File: config.mk
export PLATFORM = sky130hd
export DESIGN_NAME = debug_mem_responder
export DESIGN_NICKNAME = d
export VERILOG_FILES = /design/src/rtl/debug_pkg.sv /design/src/rtl/debug_mem_responder.sv
export SDC_FILE = /design/constraint.sdc
export NUM_CORES = 1
export LEC_CHECK = 0
export ABC_AREA = 0
export CAP_MARGIN = 20
export CORE_ASPECT_RATIO = 0.75
export CORE_MARGIN = 5
export CORE_UTILIZATION = 43
export DETAILED_ROUTE_END_ITERATION = 12
export PLACE_DENSITY = 0.88
export SYNTH_ARGS = -nofsm -noshare
export SYNTH_HDL_FRONTEND = slang
export SYNTH_SLANG_ARGS = --single-unit
File: constraint.sdc
create_clock -name cpu_clk -period 4.8 [get_ports cpu_clk]
set_input_delay 0.72 -clock cpu_clk [delete_from_list [all_inputs] [get_ports cpu_clk]]
set_output_delay 0.72 -clock cpu_clk [all_outputs]
set_load 0.02 [all_outputs]
File: src/rtl/debug_pkg.sv
// rtl/debug_pkg.sv - shared types and constants for the debug memory responder
//
// Purpose: FSM state encoding, the data word returned for out-of-range debug
// reads, and the largest supported memory read latency.
// Ports: none (package).

package debug_pkg;

  typedef enum logic [1:0] {
    ST_IDLE    = 2'd0,
    ST_RD_WAIT = 2'd1,
    ST_RD_HOLD = 2'd2,
    ST_WR      = 2'd3
  } dbg_state_e;

  localparam logic [31:0] BAD_ADDR_DATA  = 32'hDEADBEEF;
  localparam int          MAX_RD_LATENCY = 4;

endpackage

File: src/rtl/debug_mem_responder.sv
// rtl/debug_mem_responder.sv - debug-port arbiter and read/write sequencer for one memory
//
// Purpose: while the CPU runs, the memory port follows the CPU combinationally.
// While the CPU is halted, a debug host reads and writes the memory through
// dbg_*. Reads wait RD_LATENCY cycles and then present data with a held ready.
// Writes go through a one-cycle registered WR state.
// Optional macro DEBUG_MEM_RANGE_CHECK_EN: debug accesses beyond ADDR_WORDS
// never reach the memory. Reads of such addresses return BAD_ADDR_DATA, and
// writes to them are dropped.
//
// Ports:
//   cpu_clk, cpu_rst              clock, synchronous active-high reset
//   cpu_halt                      CPU halted; debug owns the memory port
//   dbg_ce, dbg_we                debug access enable, single-cycle write strobe
//   dbg_addr, dbg_wdata           debug byte address, write data
//   dbg_rdata, dbg_rdata_ready    debug read data, read data valid (held)
//   cpu_addr, cpu_wdata, cpu_we   CPU byte address, write data, write
//   cpu_rdata                     CPU read data (always mem_rdata)
//   mem_en, mem_we, mem_addr      memory strobe, write, word index
//   mem_wdata, mem_rdata          memory write data, read data (RD_LATENCY later)

module debug_mem_responder
  import debug_pkg::*;
#(
  parameter int ADDR_WORDS = 16384,
  parameter int RD_LATENCY = 1
) (
  input  logic        cpu_clk,
  input  logic        cpu_rst,
  input  logic        cpu_halt,
  input  logic        dbg_ce,
  input  logic        dbg_we,
  input  logic [31:0] dbg_addr,
  input  logic [31:0] dbg_wdata,
  output logic [31:0] dbg_rdata,
  output logic        dbg_rdata_ready,
  input  logic [31:0] cpu_addr,
  input  logic [31:0] cpu_wdata,
  input  logic        cpu_we,
  output logic [31:0] cpu_rdata,
  output logic        mem_en,
  output logic        mem_we,
  output logic [31:0] mem_addr,
  output logic [31:0] mem_wdata,
  input  logic [31:0] mem_rdata
);

  localparam int            AW       = $clog2(ADDR_WORDS);
  localparam int            CW       = $clog2(MAX_RD_LATENCY);
  localparam logic [CW-1:0] CNT_LAST = CW'(RD_LATENCY - 1);

  dbg_state_e    state_q, state_d;
  logic [31:0]   addr_q, addr_d;
  logic [31:0]   wdata_q, wdata_d;
  logic [31:0]   rdata_q, rdata_d;
  logic          ready_q, ready_d;
  logic [CW-1:0] cnt_q, cnt_d;

  logic        dbg_active, wr_req, rd_req, addr_changed, issue_rd;
  logic        dbg_oob, lat_oob;
  logic [31:0] cpu_idx, dbg_idx, lat_idx;
  logic        unused_cpu_addr_bits;

  // Word indices keep only the low clog2(ADDR_WORDS) bits, so they wrap.
  assign cpu_idx = {{(32-AW){1'b0}}, cpu_addr[AW+1:2]};
  assign dbg_idx = {{(32-AW){1'b0}}, dbg_addr[AW+1:2]};
  assign lat_idx = {{(32-AW){1'b0}}, addr_q[AW+1:2]};
  assign unused_cpu_addr_bits = ^{cpu_addr[31:AW+2], cpu_addr[1:0]};

`ifdef DEBUG_MEM_RANGE_CHECK_EN
  assign dbg_oob = ({2'b00, dbg_addr[31:2]} >= 32'(ADDR_WORDS));
  assign lat_oob = ({2'b00, addr_q[31:2]} >= 32'(ADDR_WORDS));
`else
  assign dbg_oob = 1'b0;
  assign lat_oob = 1'b0;
`endif

  assign dbg_active   = cpu_halt & dbg_ce;
  assign wr_req       = dbg_active & dbg_we;
  assign rd_req       = dbg_active & ~dbg_we;
  assign addr_changed = (dbg_addr != addr_q);
  // A read goes out from IDLE, or again from RD_HOLD when the host moves on.
  assign issue_rd = rd_req & ((state_q == ST_IDLE) |
                              ((state_q == ST_RD_HOLD) & addr_changed));

  always_ff @(posedge cpu_clk) begin
    if (cpu_rst) begin
      state_q <= ST_IDLE;
      addr_q  <= '0;
      wdata_q <= '0;
      rdata_q <= '0;
      ready_q <= 1'b0;
      cnt_q   <= '0;
    end else begin
      state_q <= state_d;
      addr_q  <= addr_d;
      wdata_q <= wdata_d;
      rdata_q <= rdata_d;
      ready_q <= ready_d;
      cnt_q   <= cnt_d;
    end
  end

  always_comb begin
    state_d = state_q;
    addr_d  = addr_q;
    wdata_d = wdata_q;
    rdata_d = rdata_q;
    ready_d = ready_q;
    cnt_d   = cnt_q;
    case (state_q)
      ST_IDLE: begin
        if (wr_req) begin
          state_d = ST_WR;
          addr_d  = dbg_addr;
          wdata_d = dbg_wdata;
        end else if (rd_req) begin
          state_d = ST_RD_WAIT;
          addr_d  = dbg_addr;
          cnt_d   = '0;
        end
      end
      ST_RD_WAIT: begin
        if (!dbg_active) begin
          state_d = ST_IDLE;
          cnt_d   = '0;
        end else if (dbg_we) begin
          // A write strobe preempts the read so it is never lost.
          state_d = ST_WR;
          addr_d  = dbg_addr;
          wdata_d = dbg_wdata;
          cnt_d   = '0;
        end else if (cnt_q == CNT_LAST) begin
          state_d = ST_RD_HOLD;
          rdata_d = lat_oob ? BAD_ADDR_DATA : mem_rdata;
          ready_d = 1'b1;
          cnt_d   = '0;
        end else begin
          cnt_d = cnt_q + 1'b1;
        end
      end
      ST_RD_HOLD: begin
        if (!dbg_active) begin
          state_d = ST_IDLE;
          ready_d = 1'b0;
        end else if (dbg_we) begin
          state_d = ST_WR;
          ready_d = 1'b0;
          addr_d  = dbg_addr;
          wdata_d = dbg_wdata;
        end else if (addr_changed) begin
          state_d = ST_RD_WAIT;
          ready_d = 1'b0;
          addr_d  = dbg_addr;
          cnt_d   = '0;
        end
      end
      ST_WR: begin
        // Back-to-back strobes re-register and stay here for another write.
        if (wr_req) begin
          addr_d  = dbg_addr;
          wdata_d = dbg_wdata;
        end else begin
          state_d = ST_IDLE;
        end
      end
      default: state_d = ST_IDLE;
    endcase
    if (!cpu_halt) begin
      rdata_d = '0;
      ready_d = 1'b0;
    end
  end

  // A registered write finishes even if halt falls. Reset hands the port back
  // to the CPU at once.
  always_comb begin
    mem_en    = 1'b1;
    mem_we    = cpu_we;
    mem_addr  = cpu_idx;
    mem_wdata = cpu_wdata;
    if (!cpu_rst) begin
      if (state_q == ST_WR) begin
        mem_en    = ~lat_oob;
        mem_we    = ~lat_oob;
        mem_addr  = lat_idx;
        mem_wdata = wdata_q;
      end else if (cpu_halt) begin
        mem_en    = issue_rd & ~dbg_oob;
        mem_we    = 1'b0;
        mem_addr  = dbg_idx;
        mem_wdata = wdata_q;
      end
    end
  end

  assign dbg_rdata       = rdata_q;
  assign dbg_rdata_ready = ready_q;
  assign cpu_rdata       = mem_rdata;

endmodule
Word level (Yosys, flattened, before mapping):

Cells that the tools add are included.

* muxes and demuxes: 51
* $add $sub $neg: 1
* equal/unequal tests: 22
* bitwise operators: 8
* reduce and logical (&&, ||, !) cells: 13

Operator list (count)
* $mux 32: 14
* $pmux 32 s4: 1
* $pmux 32 s2: 1
* $mux 14: 3
* $mux 2: 17
* $ne 32x32->1: 1
* $ne 2x2->1 const B: 11
* $mux 1: 12
* $reduce_and 6->1: 2
* $ne 4x4->1 const B: 2
* $pmux 2 s4: 1
* $reduce_and 4->1: 2
* $ne 2x1->1 const B: 3
* $ne 3x3->1 const B: 2
* $pmux 2 s3: 1
* $reduce_or 2->1: 3
* $and 1x1->1: 5
* $reduce_and 5->1: 1
* $eq 2x2->1 const B: 2
* $logic_not 2->1: 2
* $reduce_and 3->1: 1
* $reduce_bool 3->1: 1
* $add 2x1->2 const B: 1
* $eq 2x1->1 const B: 1
* other kinds (4): 5

* output and inout port bits: 131
* logic and storage cells: 101
* flip-flop bits (word level): 101
* input port bits: 166

Longest topological paths before layout:

Gate-level depths: netlist of run 1.

* depth after elaboration: 7
* depth in mapped cells: 7
* mapped depth without buffers: 7

Worst setup path before layout of run 1:

OpenSTA, ideal clock, no wires.

* kind: input -> output
* start point: input port cpu_halt
* end point: output port mem_addr[0]
* data arrival time: 1.843 ns
* setup slack: 2.237 ns
* buffers on the path: 1
* required time: 4.080 ns
* cell stages on the path: 4
* cell sequence: nor2b_1 > clkbuf_1 > a22oi_1 > o21ai_0

* longest elaborated chain between the ends: 3

Ends and longest elaborated chain
* start: declaration: line debug_mem_responder.sv:30 `input logic cpu_halt,`
* $mux 14: line debug_mem_responder.sv:188 `end else if (cpu_halt) begin`
* $mux 14: line debug_mem_responder.sv:183 `if (state_q == ST_WR) begin`
* $mux 14: line debug_mem_responder.sv:182 `if (!cpu_rst) begin`
* end: declaration: line debug_mem_responder.sv:43 `output logic [31:0] mem_addr,`

Every way passes these cells.

Worst setup path after layout of run 1:

* start point: input port dbg_addr[8]
* end point: output port mem_en

* longest elaborated chain between the ends: 7

Ends and longest elaborated chain
* start: declaration: line debug_mem_responder.sv:33 `input logic [31:0] dbg_addr,`
* $ne 32x32->1: line debug_mem_responder.sv:81 `assign addr_changed = (dbg_addr != addr_q);`
* $and 1x1->1: line debug_mem_responder.sv:84 `((state_q == ST_RD_HOLD) & addr_changed));`
* $or 1x1->1: line debug_mem_responder.sv:83 `assign issue_rd = rd_req & ((state_q == ST_IDLE) |`
* $and 1x1->1: line debug_mem_responder.sv:83
* $mux 1: line debug_mem_responder.sv:188
* $mux 1: line debug_mem_responder.sv:183
* $mux 1: line debug_mem_responder.sv:182
* end: declaration: line debug_mem_responder.sv:41 `output logic mem_en,`

Every way passes these cells.

==> results of run 1 <==
[routing by layer]
| metal | up-vias | GRT usage (%) | share of wire, % |
|---|---|---|---|
| li1 | 2533 | - | - |
| met1 | 2338 | 23.8 | 41 |
| met2 | 212 | 34.0 | 48 |
| met3 | 19 | 7.55 | 9.5 |
| met4 | 2 | 5.05 | 1.5 |
| met5 | - | 0 | 0.081 |
[per-stage QoR]
stage               hold slack [ps]  instance area (sq um)  power [uW]  std cells
floorplan                       434                   5510        1270        680
global placement                440                   7850        1500       1025
detailed placement              447                   7850        1510       1025
CTS                             455                   8120        2190       1041
global route                    476                   8120        2260       1041
finish                          452                   8120        2160       1041
[cell type report]
| class | instances | area [sq um] |
|---|---|---|
| clock buffers | 12 | 236 |
| clock inverters | 4 | 33.8 |
| fillers | 1028 | 4230 |
| inverters | 7 | 26.3 |
| multi-input cells | 480 | 2920 |
| flip-flops and latches | 101 | 2020 |
| well taps | 166 | 208 |
| repair buffers | 271 | 2680 |
[worst max-delay path: cells and delay by family]
kind / cells / cell delay (ps)
AO/OA/AOI/OAI: 1 / 220
XOR/XNOR: 1 / 170
buffers and inverters: 2 / 1070
AND/OR/NAND/NOR: 3 / 960
[cell usage after synthesis, drive strengths merged]
library cell / instances
nor2b: 1
nand2b: 67
a21oi: 67
dfxtp: 101
nor3b: 1
xor2: 32
nor4: 8
buf: 59
o21ai: 23
a21o: 1
nor3: 2
a31oi: 1
clkbuf: 33
a211oi: 2
o31ai: 2
nor2: 8
mux2i: 34
a21boi: 1
a22oi: 14
a211o: 1
nand3: 3
o21bai: 1
ha: 7
nand4: 2
nand2: 151
conb: 1
and3: 1
mux2: 32
inv: 7
[cell families (layout without fill, tap and decap cells)]
| kind of cell | Yosys count | in the layout |
|---|---|---|
| buf+inv | 99 | 294 |
| xor+xnor | 32 | 32 |
| simple gates | 244 | 244 |
| other cells | 1 | 18 |
| compound gates | 113 | 113 |
| flops | 101 | 101 |
| fa+ha+maj | 7 | 7 |
| mux | 66 | 66 |
[report_power, final]
group / switching, uW / internal, uW / leakage (uW)
Sequential: 34.9 / 886 / 0.000822
Combinational: 266 / 305 / 0.00209
Clock: 316 / 356 / 0.000127
[worst max-delay path by stage]
stage / startpoint / end / slack, ps / depth (start not counted)
2_1_floorplan: cpu_halt / mem_addr[0] / 2240 / 4
3_3_place_gp: cpu_halt / mem_wdata[28] / 980 / 5
3_5_place_dp: cpu_halt / mem_wdata[2] / 930 / 5
4_1_cts: state_q[0] / mem_wdata[2] / 900 / 5
5_1_grt: state_q[0] / mem_wdata[0] / 780 / 5
6_report: dbg_addr[8] / mem_en / 930 / 7
[state kept, by name (all words and copies together), names as in the netlist]
register and count:
addr_q 32, state_q 2, dbg_rdata 32, wdata_q 32
dbg_rdata_ready 1, cnt_q 2
==> flow_summary_export.csv, run 1 <==
group,metric,value,unit
final_layout,area_growth,49.0,%
setup_path,rr_worst_depth,6,
setup_path,r2r_start,"state_q[0]",
routing,drc,0,
synth,yosysSeqAreaShare,37.1,%
floorplan,rows,35,
synth,synth_top_family_by_area,"simple AND/OR/NAND/NOR gates",
timing,period_minus_slack,3870,ps
synth,synth_compound_area_share,11.7,%
setup_path,arrival,3150,ps
run_status,status,"finished clean",
clocking,cts_hold_buf,0,
timing,skew,8.68,ps
final_layout,diodes,0,
routing,wl_per_cell,15.3,microns
floorplan,die_h,108,microns
setup_path,required,4080,ps
timing,setup-violations-final,0,
floorplan,io_pins,297,
synth,yosysUniqueCellTypes,32,
clocking,post-cts-setup-buffer-count,0,
timing,slew_viol_final,0,
clocking,cts_buffers,9,
pwr,vdd_drop_max,0.154,mV
hold_path,worstHoldStart,"dbg_rdata[21]",
final_layout,utilization,65.8,%
clocking,clock_latency,340,ps
routing,drt-pass1-iter-count,4,
final_layout,drive_gt1_share,7.09,%
synth,ys_ff_latch,101,
synth,avgSynthCellArea,8.22,sq um
floorplan,die_w,140,microns
synth,synth_top_area_share,37.1,%
global_routing,grt_pass1_vias,4962,
synth,synth_area_leaders,"dfxtp_1 37%, nand2_1 10%, nand2b_1 7.7%",
timing,relSlewSlack,36.6,%
setup_path,cp-end-kind,"output port",
synth,yosysWarnings,0,
global_routing,grt_max_degree,71,
routing,ant_nets,0,
synth,synth_area_leader_cell,"dfxtp_1",
clocking,clk_pin_slew_worst_paths,60,ps
placement,dp_hpwl,12.3,mm
setup_path,max_stage_delay,600,ps
clocking,numClockSinks,101,
global_routing,grt_pass1_wl,24.5,mm
placement,port_buffers,260,
clocking,cts-resized-gates,0,
timing,totalNegativeSetupSlack,0,ps
setup_path,reg2reg_slack,2550,ps
synth,synth_area,5450,sq um
pwr,p_leak,0.00304,uW
hold_path,hp-class,"reg -> reg",
global_routing,antenna_found_initial,1,
setup_path,reg2reg_to,"addr_q[15]",
setup_path,crit_chain,"clkdlybuf4s50_1 -> xor2_1 -> nor4_1 -> nand4_1 -> nor2_2 -> o21ai_0 -> clkdlybuf4s50_1",
clocking,htreeDepth,3,
synth,syn_inst,663,
timing,layout_setup_ws,926,ps
global_routing,groute.usage.overall,19.9,%
setup_path,crit_top_cell,"clkdlybuf4s50_1",
setup_path,crit_fanout,3,
hold_path,worstHoldEndpoint,"dbg_rdata[21]",
routing,drt_iter0_drc,208,
clocking,cts_tree,"yes",
final_layout,final_common_cell,"clkdlybuf4s50_1",
floorplan,start_util,44.1,%
timing,worstMarginPinSlew,951,ps
pwr,p_per_area,266,nW/um^2
synth,synth.area.mux_share,12.9,%
routing,routed_wirelength,16.0,mm
floorplan,dieArea,15100,sq um
timing,rsz0062_at_grt,"no",
placement,place_ws,931,ps
synth,synth_xor_area_share,5.14,%
routing,avgViaCountPerCell,4.90,
setup_path,slowest_stage,"clkdlybuf4s50_1",
clocking,root_buffer,"clkbuf_16",
placement,finalWeightedCongestion,0.813,
timing,min_period_over_period,80.7,%
hold_path,hold_path_depth,2,
job,cap_viol_max_count,0,
final_layout,layout_common_cells,"259 x clkdlybuf4s50_1, 151 x nand2_1, 101 x dfxtp_1, 67 x nand2b_1, 67 x a21oi_1",
clocking,cts_max_path_buffers,2,
routing,vias,5104,
timing,fmax,0.258,GHz
final_layout,nets,1043,
timing,hold_viol_final,0,
floorplan,core_area,12300,sq um
synth,synth-simple-area-share,20.7,%
setup_path,critPathLaunchType,"primary input",
setup_path,worstSetupPathType,"in -> out",
global_routing,grt-ovfl-total,0,
synth,synthAdderAreaFrac,1.61,%
No activity file was read; power rests on OpenSTA's default activity.
==> run 2, diff against run 1 <==
Settings changed: CORE_UTILIZATION 43 to 40, PLACE_DENSITY 0.88 to 0.82.
Clock period 4.8 ns to 3.8 ns, I/O delays scaled along.
==> run 2 against run 1 <==
Against the previous run:
- total power increased by 29%
- highest routed layer is now met4
- cell area increased by 0.63%
- clock-buffer cell count decreased by 2
==> flow_summary_export.csv, run 2 (synthesis gave the netlist of run 1 again) <==
group,metric,value,unit
global_routing,grt_pass1_vias,4989,
clocking,clk_pin_slew_worst_paths,60,ps
floorplan,start_util,40.3,%
routing,met2_length,7.51,mm
setup_path,critPathLaunchType,"primary input",
global_routing,grt-ovfl-total,0,
final_layout,area_growth,50.0,%
run_status,status,"finished clean",
clocking,htreeDepth,3,
setup_path,worstSetupPathType,"in -> out",
timing,hold_viol_final,0,
clocking,cts_max_path_buffers,2,
pwr,p_leak,0.00307,uW
floorplan,core_area,13500,sq um
final_layout,drive_gt1_share,7.31,%
timing,period_minus_slack,3480,ps
clocking,numClockSinks,101,
clocking,post-cts-setup-buffer-count,0,
timing,worstMarginPinSlew,912,ps
final_layout,nets,1044,
routing,drc,0,
timing,skew,11.1,ps
routing,drt-met1-wl,6.47,mm
routing,drt_iter0_drc,188,
setup_path,crit_fanout,3,
routing,met3WireLength,1.80,mm
hold_path,hp-class,"reg -> reg",
timing,setup-violations-final,0,
setup_path,required,3230,ps
final_layout,regArea,2020,sq um
setup_path,arrival,2910,ps
floorplan,rows,37,
timing,totalNegativeSetupSlack,0,ps
timing,rsz0062_at_grt,"no",
timing,relSlewSlack,39.2,%
routing,ant_nets,0,
routing,avgViaCountPerCell,4.78,
final_layout,layout_common_cells,"259 x clkdlybuf4s50_1, 151 x nand2_1, 101 x dfxtp_1, 67 x nand2b_1, 67 x a21oi_1",
final_layout,fill_cells,1199,
timing,fmax,0.288,GHz
routing,vias,5019,
routing,drt-pass1-iter-count,4,
clocking,cts_hold_buf,0,
floorplan,io_pins,297,
floorplan,dieArea,16100,sq um
placement,finalWeightedCongestion,0.793,
global_routing,grt_pass1_wl,24.8,mm
placement,dp_hpwl,12.1,mm
floorplan,die_h,111,microns
routing,top_layer,"met4",
routing,wl_per_cell,15.1,microns
clocking,root_buffer,"clkbuf_16",
clocking,cts_tree,"yes",
pwr,p_per_area,342,nW/um^2
final_layout,diodes,0,
global_routing,antenna_found_initial,0,
job,cap_viol_max_count,0,
global_routing,grt_max_degree,55,
global_routing,groute.usage.overall,18.9,%
timing,slew_viol_final,0,
final_layout,final_common_cell,"clkdlybuf4s50_1",
clocking,cts-resized-gates,0,
routing,routed_wirelength,15.9,mm
pwr,vdd_drop_max,0.306,mV
final_layout,multi_input_area,2920,sq um
clocking,cts_buffers,9,
clocking,clock_latency,340,ps
placement,port_buffers,260,
setup_path,cp-end-kind,"output port",
floorplan,die_w,145,microns
timing,whs,453,ps
timing,min_period_over_period,91.5,%
==> run 2: cell count changes in the layout (fill, tap and decap cells not counted) <==
cell and change:
bufinv_16 +1, clkinv_2 +1, clkbuf_1 -2, buf_12 +1, clkinvlp_4 -1
==> run 2: cell type report <==
| cell class | count | share of cell area [%] |
|---|---|---|
| Sequential cell | 101 | 24.7 |
| Clock buffer | 10 | 2.80 |
| Clock inverter | 5 | 0.750 |
| Timing Repair Buffer | 272 | 33.0 |
| Inverter | 7 | 0.321 |
| Multi-Input combinational cell | 480 | 35.7 |
| Tap cell | 175 | 2.68 |
==> run 2: final timing paths <==
path / cells past startpoint / slack [ps] / startpoint / endpoint
worst max register to register: 7 / 1550 / addr_q[8] / addr_q[17]
worst min register to register: 2 / 450 / dbg_rdata[5] / dbg_rdata[5]
worst min-delay path: 2 / 450 / dbg_rdata[5] / dbg_rdata[5]
worst max-delay path: 7 / 320 / dbg_addr[5] / mem_en
==> run 2: per-stage QoR <==
stage / cells / setup WS, ps / total power [uW] / utilization [%] / instance area (sq um)
after floorplan: 680 / 1410 / 1610 / - / 5510
after global placement: 1035 / 403 / 1900 / 58.3 / 7880
after detailed placement: 1035 / 385 / 1920 / 58.3 / 7880
after CTS: 1050 / 374 / 2830 / 60.5 / 8170
after global routing: 1050 / 254 / 2930 / 60.5 / 8170
final: 1050 / 323 / 2800 / 60.5 / 8170
==> run 2: layer usage <==
layer	GRT usage [%]	vias to the layer above
met5	0	-
met4	3.23	0
met3	7.37	9
met2	31.6	193
met1	23.3	2277
li1	-	2540
==> run 2: critical path, cell delays in order <==
cell	delay, ps
clkdlybuf4s50_1	460
xor2_1	180
nor4_1	510
nand4_1	220
nor2_2	240
o21ai_0	130
clkdlybuf4s50_1	590
==> run 2: power breakdown <==
part | switching, uW | internal, uW | total, uW | leakage, uW
combinational | 341 | 388 | 729 | 0.00210
sequential | 42.7 | 1120 | 1160 | 0.000822
clock | 395 | 511 | 906 | 0.000143
total | 779 | 2020 | 2800 | 0.00307
==> run 3, diff against run 2 <==
Settings changed: REMOVE_ABC_BUFFERS set to 1.
==> run 3 against run 2 <==
Against the previous run:
- via count shrank 1.2%
- clock-buffer cell count is the same
- setup slack is essentially flat
- cell count is essentially flat
- non-clock buffer count shrank 2
- critical endpoint unchanged
==> flow_summary_export.csv, run 3 (synthesis gave the netlist of run 1 again) <==
group,metric,value,unit
pwr,combPwrFrac,26.0,%
timing,slew_viol_final,0,
pwr,switching_power,782,uW
floorplan,rows,37,
global_routing,grt_pass1_wl,23.6,mm
placement,dp.cells,1033,
setup_path,r2r_start,"addr_q[17]",
final_layout,drive_gt1_share,7.32,%
global_routing,grt-ovfl-total,0,
timing,hold_viol_final,0,
clocking,cts_tree,"yes",
final_layout,regArea,2020,sq um
routing,drt-pass1-iter-count,5,
pwr,vdd_drop_max,0.248,mV
clocking,cts_max_path_buffers,2,
setup_path,worstSetupPathType,"in -> out",
timing,skew,9.16,ps
routing,drt_iter0_drc,196,
timing,setup-violations-final,0,
routing,drt-met1-wl,6.25,mm
hold_path,worstHoldStart,"wdata_q[21]",
placement,placed_area,7880,sq um
setup_path,cp-end-kind,"output port",
timing,whs,453,ps
final_layout,diodes,0,
timing,period_minus_slack,3480,ps
timing,relSlewSlack,60.5,%
global_routing,groute.usage.overall,18.0,%
clocking,htreeDepth,3,
final_layout,final_common_cell,"clkdlybuf4s50_1",
clocking,clock_latency,340,ps
clocking,numClockSinks,101,
floorplan,die_h,111,microns
pwr,power,2760,uW
global_routing,grt_max_degree,119,
timing,totalNegativeSetupSlack,0,ps
final_layout,fill_cells,1214,
floorplan,io_pins,297,
placement,port_buffers,260,
clocking,cts_buffers,9,
global_routing,grt_pass1_vias,4711,
timing,rsz0062_at_grt,"no",
final_layout,layout_common_cells,"259 x clkdlybuf4s50_1, 151 x nand2_1, 101 x dfxtp_1, 67 x nand2b_1, 67 x a21oi_1",
placement,dp_hpwl,11.6,mm
routing,met2_length,7.15,mm
setup_path,critPathLaunchType,"primary input",
pwr,p_per_area,337,nW/um^2
routing,top_layer,"met4",
pwr,pwr-share-seq,42.2,%
final_layout,area_growth,49.8,%
routing,ant_nets,0,
routing,met3WireLength,1.77,mm
setup_path,crit_fanout,3,
placement,finalWeightedCongestion,0.823,
clocking,root_buffer,"clkbuf_16",
pwr,switching_share,28.4,%
hold_path,hold_path_depth,2,
timing,worstMarginPinSlew,589,ps
routing,routed_wirelength,15.3,mm
setup_path,reg2reg_to,"state_q[1]",
final_layout,finalInstanceArea,8170,sq um
setup_path,arrival,2910,ps
pwr,p_int,1970,uW
routing,vias,4961,
timing,min_period_over_period,91.5,%
hold_path,worstHoldEndpoint,"wdata_q[21]",
timing,fmax,0.288,GHz
setup_path,rr_worst_depth,6,
final_layout,nets,1042,
floorplan,dieArea,16100,sq um
hold_path,hp-class,"reg -> reg",
pwr,p_leak,0.00306,uW
final_layout,multi_input_area,2920,sq um
pwr,clkPwrFrac,31.8,%
setup_path,required,3230,ps
final_layout,instances_no_fill,1049,
floorplan,core_area,13500,sq um
run_status,status,"finished clean",
routing,wl_per_cell,14.6,microns
floorplan,die_w,145,microns
clocking,post-cts-setup-buffer-count,0,
job,cap_viol_max_count,0,
routing,avgViaCountPerCell,4.73,
setup_path,reg2reg_slack,1480,ps
routing,drc,0,
global_routing,antenna_found_initial,0,
clocking,cts_hold_buf,0,
clocking,cts-resized-gates,0,
floorplan,start_util,40.3,%
clocking,clk_pin_slew_worst_paths,70,ps
## run 3: worst max-delay path by stage
stage	from	endpoint	slack (ps)	cells past startpoint
floorplan	state_q[0]	mem_wdata[0]	-10	3
global placement	dbg_addr[10]	mem_en	410	7
detailed placement	dbg_addr[10]	mem_en	360	7
CTS	dbg_addr[10]	mem_en	360	7
global route	dbg_addr[10]	mem_en	250	7
finish	dbg_addr[10]	mem_en	320	7
## run 3: metal layers
metal,up-vias,global-route usage [%]
met5,-,0
met4,0,3.42
met3,13,7.50
met2,188,29.9
met1,2227,21.9
li1,2533,-
## run 3: power groups by stage
stage / sequential, uW / clock, uW / combinational [uW]
final: 1160 / 877 / 716
after global routing: 1170 / 947 / 771
after CTS: 1160 / 907 / 724
after detailed placement: 1190 / 0 / 722
after global placement: 1180 / 0 / 713
after floorplan: 1180 / 0 / 334
## run 3: cell type report
type / instances / area share [%]
clock buffers: 10 / 2.93
clock inverters: 6 / 0.552
inverters: 7 / 0.322
multi-input cells: 480 / 35.7
flip-flops and latches: 101 / 24.8
well taps: 175 / 2.68
repair buffers: 270 / 33.0
## run 3: stage by stage
step                      utilization, %  setup WS (ps)
after floorplan                        -          -9.88
after global placement              58.3            405
after detailed placement            58.3            365
after CTS                           60.4            359
after global routing                60.4            247
final                               60.4            322
## run 3: critical path, cell delays in order
cell and delay [ps]:
clkdlybuf4s50_1 470, xor2_1 160, nor4_1 520, nand4_1 250, nor2_2 260, o21ai_0 120
clkdlybuf4s50_1 560
